<file path="src/rtl/fetch_queue_unit.sv">
// Instruction-fetch front end: fetch PC, single-outstanding imem req/ack, prefetch FIFO to IF/ID.
// Define FETCH_PERF_CNT_EN to add the stall_cycles / empty_cycles performance counters.
module fetch_queue_unit #(
    parameter int          DEPTH    = 4,
    parameter logic [31:0] RESET_PC = 32'h0000_0000
) (
    input  logic        clk,
    input  logic        rst,
    output logic        imem_req,
    output logic [31:0] imem_addr,
    input  logic        imem_ack,
    input  logic [31:0] imem_data,
    input  logic        redirect,
    input  logic [31:0] redirect_pc,
    input  logic        id_ready,
    output logic        id_valid,
    output logic [31:0] id_instr,
    output logic [31:0] id_pc
`ifdef FETCH_PERF_CNT_EN
    ,
    output logic [31:0] stall_cycles,
    output logic [31:0] empty_cycles
`endif
);

    localparam int PTR_W = (DEPTH > 1) ? $clog2(DEPTH) : 1;
    localparam int CNT_W = $clog2(DEPTH) + 1;

    typedef enum logic [1:0] {IDLE, WAIT, DISCARD} state_t;

    state_t             state_q, state_d;
    logic [31:0]        fpc_q, fpc_d;
    logic [PTR_W-1:0]   head_q, head_d;
    logic [PTR_W-1:0]   tail_q, tail_d;
    logic [CNT_W-1:0]   count_q, count_d;
    logic               req_q, req_d;
    logic               push, pop;

    logic [31:0]        instr_mem [DEPTH];
    logic [31:0]        pc_mem    [DEPTH];

    assign imem_req  = req_q;
    assign imem_addr = fpc_q;
    assign id_valid  = (count_q != '0);
    assign id_instr  = id_valid ? instr_mem[head_q] : 32'h0;
    assign id_pc     = id_valid ? pc_mem[head_q]    : 32'h0;

    assign push = (state_q == WAIT) && imem_ack && !redirect;
    assign pop  = id_valid && id_ready && !redirect;

    always_comb begin
        state_d = state_q;
        fpc_d   = fpc_q;
        head_d  = head_q;
        tail_d  = tail_q;
        count_d = count_q;

        // Redirect wins over push and pop: the whole queue is flushed on this edge.
        if (redirect) begin
            head_d  = '0;
            tail_d  = '0;
            count_d = '0;
        end else begin
            if (push) begin
                tail_d = tail_q + PTR_W'(1);
            end
            if (pop) begin
                head_d = head_q + PTR_W'(1);
            end
            if (push && !pop) begin
                count_d = count_q + CNT_W'(1);
            end else if (pop && !push) begin
                count_d = count_q - CNT_W'(1);
            end
        end

        case (state_q)
            IDLE: begin
                if (redirect) begin
                    fpc_d = redirect_pc;
                end else if (count_q < CNT_W'(DEPTH)) begin
                    state_d = WAIT;
                end
            end
            WAIT: begin
                if (redirect) begin
                    fpc_d   = redirect_pc;
                    state_d = imem_ack ? IDLE : DISCARD;
                end else if (imem_ack) begin
                    fpc_d   = fpc_q + 32'd4;
                    state_d = (count_d < CNT_W'(DEPTH)) ? WAIT : IDLE;
                end
            end
            DISCARD: begin
                if (redirect) begin
                    fpc_d = redirect_pc;
                end
                if (imem_ack) begin
                    state_d = IDLE;
                end
            end
            default: state_d = IDLE;
        endcase

        req_d = (state_d != IDLE);
    end

    always_ff @(posedge clk or posedge rst) begin
        if (rst) begin
            state_q <= IDLE;
            fpc_q   <= RESET_PC;
            head_q  <= '0;
            tail_q  <= '0;
            count_q <= '0;
            req_q   <= 1'b0;
        end else begin
            state_q <= state_d;
            fpc_q   <= fpc_d;
            head_q  <= head_d;
            tail_q  <= tail_d;
            count_q <= count_d;
            req_q   <= req_d;
        end
    end

    // Entry storage needs no reset; count_q alone decides what is valid.
    always_ff @(posedge clk) begin
        if (push) begin
            instr_mem[tail_q] <= imem_data;
            pc_mem[tail_q]    <= fpc_q + 32'd4;
        end
    end

`ifdef FETCH_PERF_CNT_EN
    logic [31:0] stall_q, stall_d;
    logic [31:0] empty_q, empty_d;

    always_comb begin
        stall_d = stall_q;
        empty_d = empty_q;
        if (id_valid && !id_ready && (stall_q != 32'hFFFF_FFFF)) begin
            stall_d = stall_q + 32'd1;
        end
        if (!id_valid && (empty_q != 32'hFFFF_FFFF)) begin
            empty_d = empty_q + 32'd1;
        end
    end

    always_ff @(posedge clk or posedge rst) begin
        if (rst) begin
            stall_q <= '0;
            empty_q <= '0;
        end else begin
            stall_q <= stall_d;
            empty_q <= empty_d;
        end
    end

    assign stall_cycles = stall_q;
    assign empty_cycles = empty_q;
`endif

endmodule

</file>
<file path="config.mk">
export PLATFORM = sky130hd
export DESIGN_NAME = fetch_queue_unit
export DESIGN_NICKNAME = d
export VERILOG_FILES = /design/src/rtl/fetch_queue_unit.sv
export SDC_FILE = /design/constraint.sdc
export NUM_CORES = 1
export LEC_CHECK = 0
export CORE_MARGIN = 2
export CORE_UTILIZATION = 27
export CTS_BUF_LIST = sky130_fd_sc_hd__clkbuf_4
export CTS_CLUSTER_SIZE = 30
export DETAILED_ROUTE_END_ITERATION = 12
export PLACE_DENSITY = 0.5
export SLEW_MARGIN = 20
export SYNTH_ARGS = -nofsm -noshare
export SYNTH_HDL_FRONTEND = slang
export SYNTH_SLANG_ARGS = --single-unit
</file>
<file path="constraint.sdc">
create_clock -name clk -period 8.3 [get_ports clk]
set_input_delay 0.83 -clock clk [delete_from_list [all_inputs] [get_ports clk]]
set_output_delay 0.83 -clock clk [all_outputs]
set_load 0.005 [all_outputs]
</file>
==> run metrics <==
total power=0.00468 W; top cell type's share of synthesized area=61.4%; clock skew=39.3 ps; Leakage=5.30 nW; maxcap violations=0; Wirelength per Cell=19.4 um; Register Area=0.00875 mm^2; Slowest Stage Delay on Critical Path=950 ps; Hold Path Class=reg2reg; Hold Path End=pc_mem[1][0]; post-synthesis cell area=0.0125 mm^2; area leader, netlist=edfxtp_1; Ports=167; Layout Utilization=35.2%; PostCTS Resize Cnt=0; CP max FO=36; Max Clock Freq=227 MHz; outcome=complete, no violations; Syn-to-layout area delta=28.1%; CTS tree=built; Syn Nets=816; IO Port Bufs=166; DRT Pass-1 Iters=5; Mapped Cells=739; H-Tree Depth=3; Final Max Slew Viols=0; grt ovf=0; Async SR Flop Fraction=14.1%; cell family with the largest share of critical-path delay=buffers and inverters; synth cell count leaders=edfxtp_1, and2_1, mux4_2; CP Cell Sequence=buf_4 > mux4_2 > and2_1 > clkdlybuf4s50_1; Synth cell types=52; initial antenna violation count=3; minimum clock period=4410 ps; Synth area leaders=edfxtp_1, mux4_2, dfrtp_1; Crit path buffers/inverters=2; Setup TNS=0 ps; commonest register cell after synthesis=edfxtp_1; Startpoint Class=flop; fill count=4399; largest net degree at the start of global routing=67; Power Dens Cells=291 mW/mm^2; worst-case clock buffer depth=3; worst reg2reg path depth=4; actual slew at the worst max-slew pin=803 ps; most common cell in the netlist=edfxtp_1; Slowest-stage cell, CP=dfrtp_4; nets=1039; Syn Area/Cell=17.0 um^2; CORE AREA=0.0456 mm^2; Reg2Reg Capture Point=pc_mem[2][4]; Tcrit/Tclk final=53.2%; Hold-fix buffers, CTS=0; Worst-Skew Late Latency=740 ps; Yosys reg bits=298; synth warn=0; R2R Path Start=state_q[0]; layout cells sized above 1=23.7%; post-synthesis sequential area ratio=69.8%; Starting Density=27.5%; Total Routing Usage GR=13.4%; CP Class=reg2out; Die ar.=0.0481 mm^2; CTS Sinks=298; WP data arrival=3580 ps; overall routed net length=31800 um; Slew HR=46.4%; vias in the first global route=7841; RSZ-0062 raised after global routing=false; Die Height=219 um; Die X=219 um; Vias=7402; Peak VDD IR=0.153 mV; clock buffer count from CTS=86; row count=78; multi-input logic area=0.00359 mm^2; Hold Path Depth=0; Vias/cell=4.52; critical path capture point type=output port; hpwl dp=19200 um; clock root buffer=clkbuf_4; DR iter-0 viols=416; R2R setup slack=5320 ps; Final Hold Viols=0; Clock transition at path regs=60 ps; Setup Buffers After CTS=0; GPL Wtd Cong=0.722; DRC viols=0; Final setup violation count=0; Post-synth EDFFs=256; hold wc startpoint=imem_addr[0]; first-pass GRT wire length=47700 um; worst endpoint required time=7470 ps; Routed Antenna Nets=0
==> layout make-up <==
class                           count  share of cell area, %
Antenna cell                        3                 0.0468
Clock inverter                     24                  0.826
Inverter                            9                  0.210
Multi-Input combinational cell    389                   22.4
Clock buffer                      135                   6.31
Sequential cell                   298                   54.5
Timing Repair Buffer              178                   11.0
Tap cell                          600                   4.68
==> state kept, by name (all words and copies together), names as in the netlist <==
register / flops
count_q: 3
head_q: 2
imem_addr: 32
imem_req: 1
instr_mem: 128
pc_mem: 128
state_q: 2
tail_q: 2
==> cell families after synthesis <==
group | after synthesis | share of synthesized area [%]
flip-flops | 298 | 69.8
AND/OR/NAND/NOR | 184 | 8.62
AO/OA/AOI/OAI | 95 | 4.86
multiplexers | 68 | 11.8
buffers and inverters | 52 | 1.74
XOR/XNOR | 34 | 2.38
adder cells (fa/ha/maj) | 8 | 0.799
==> through the flow <==
stage | area [um^2] | worst slack, ps | hold slack [ps] | cells
after detailed placement | 14900 | 4380 | 543 | 1473
after global routing | 16100 | 3470 | 556 | 1636
after CTS | 16000 | 3610 | 495 | 1632
after floorplan | 12500 | 5110 | 515 | 739
after global placement | 14900 | 4410 | 559 | 1473
final | 16100 | 3890 | 549 | 1636
==> worst max-delay path by stage <==
stage / startpoint / cells after the start / slack (ps) / to
finish: head_q[0] / 4 / 3890 / id_pc[13]
detailed placement: imem_ack / 5 / 4380 / pc_mem[3][5]
CTS: head_q[0] / 4 / 3610 / id_pc[31]
global placement: imem_ack / 5 / 4410 / pc_mem[2][5]
floorplan: imem_ack / 4 / 5110 / instr_mem[0][0]
global route: head_q[0] / 4 / 3470 / id_pc[31]
==> layer usage <==
| layer | track usage, % | part of all wire [%] |
|---|---|---|
| met5 | 0 | 0.041 |
| met1 | 17.2 | 44 |
| met3 | 4.38 | 6.6 |
| met2 | 21.3 | 48 |
| met4 | 4.80 | 2.2 |
==> report_power, final <==
group,total [W],switching [W],internal (W)
Sequential,0.00193,0.000164,0.00176
Clock,0.00138,0.000613,0.000770
Combinational,0.00137,0.000572,0.000796
Total,0.00468,0.00135,0.00333
==> worst register-to-register path, stage by stage, from the launching register on <==
cell	delay [ps]
dfrtp_1	560
nand3b_1	450
nor2_1	400
and2_4	560
buf_4	620
==> cells in the final DEF (no fill, tap or decap), types with 8 or more instances in the layout <==
master | netlist | final
a21oi_1 | 31 | 30
a2bb2oi_1 | 16 | 16
and2_1 | 70 | 66
buf_4 | 2 | 11
clkbuf_4 | 0 | 135
clkdlybuf4s50_1 | 0 | 166
clkinv_1 | 0 | 15
dfrtp_1 | 42 | 40
edfxtp_1 | 256 | 256
ha_1 | 8 | 8
inv_1 | 9 | 8
mux4_2 | 64 | 64
nand2_1 | 42 | 42
nand3_1 | 8 | 8
nand4_1 | 9 | 9
nor2_1 | 24 | 24
o21ai_0 | 12 | 12
o22ai_1 | 17 | 17
xnor2_1 | 26 | 26
xor2_1 | 8 | 8
Note: power is estimated with default switching activity, not from simulation.
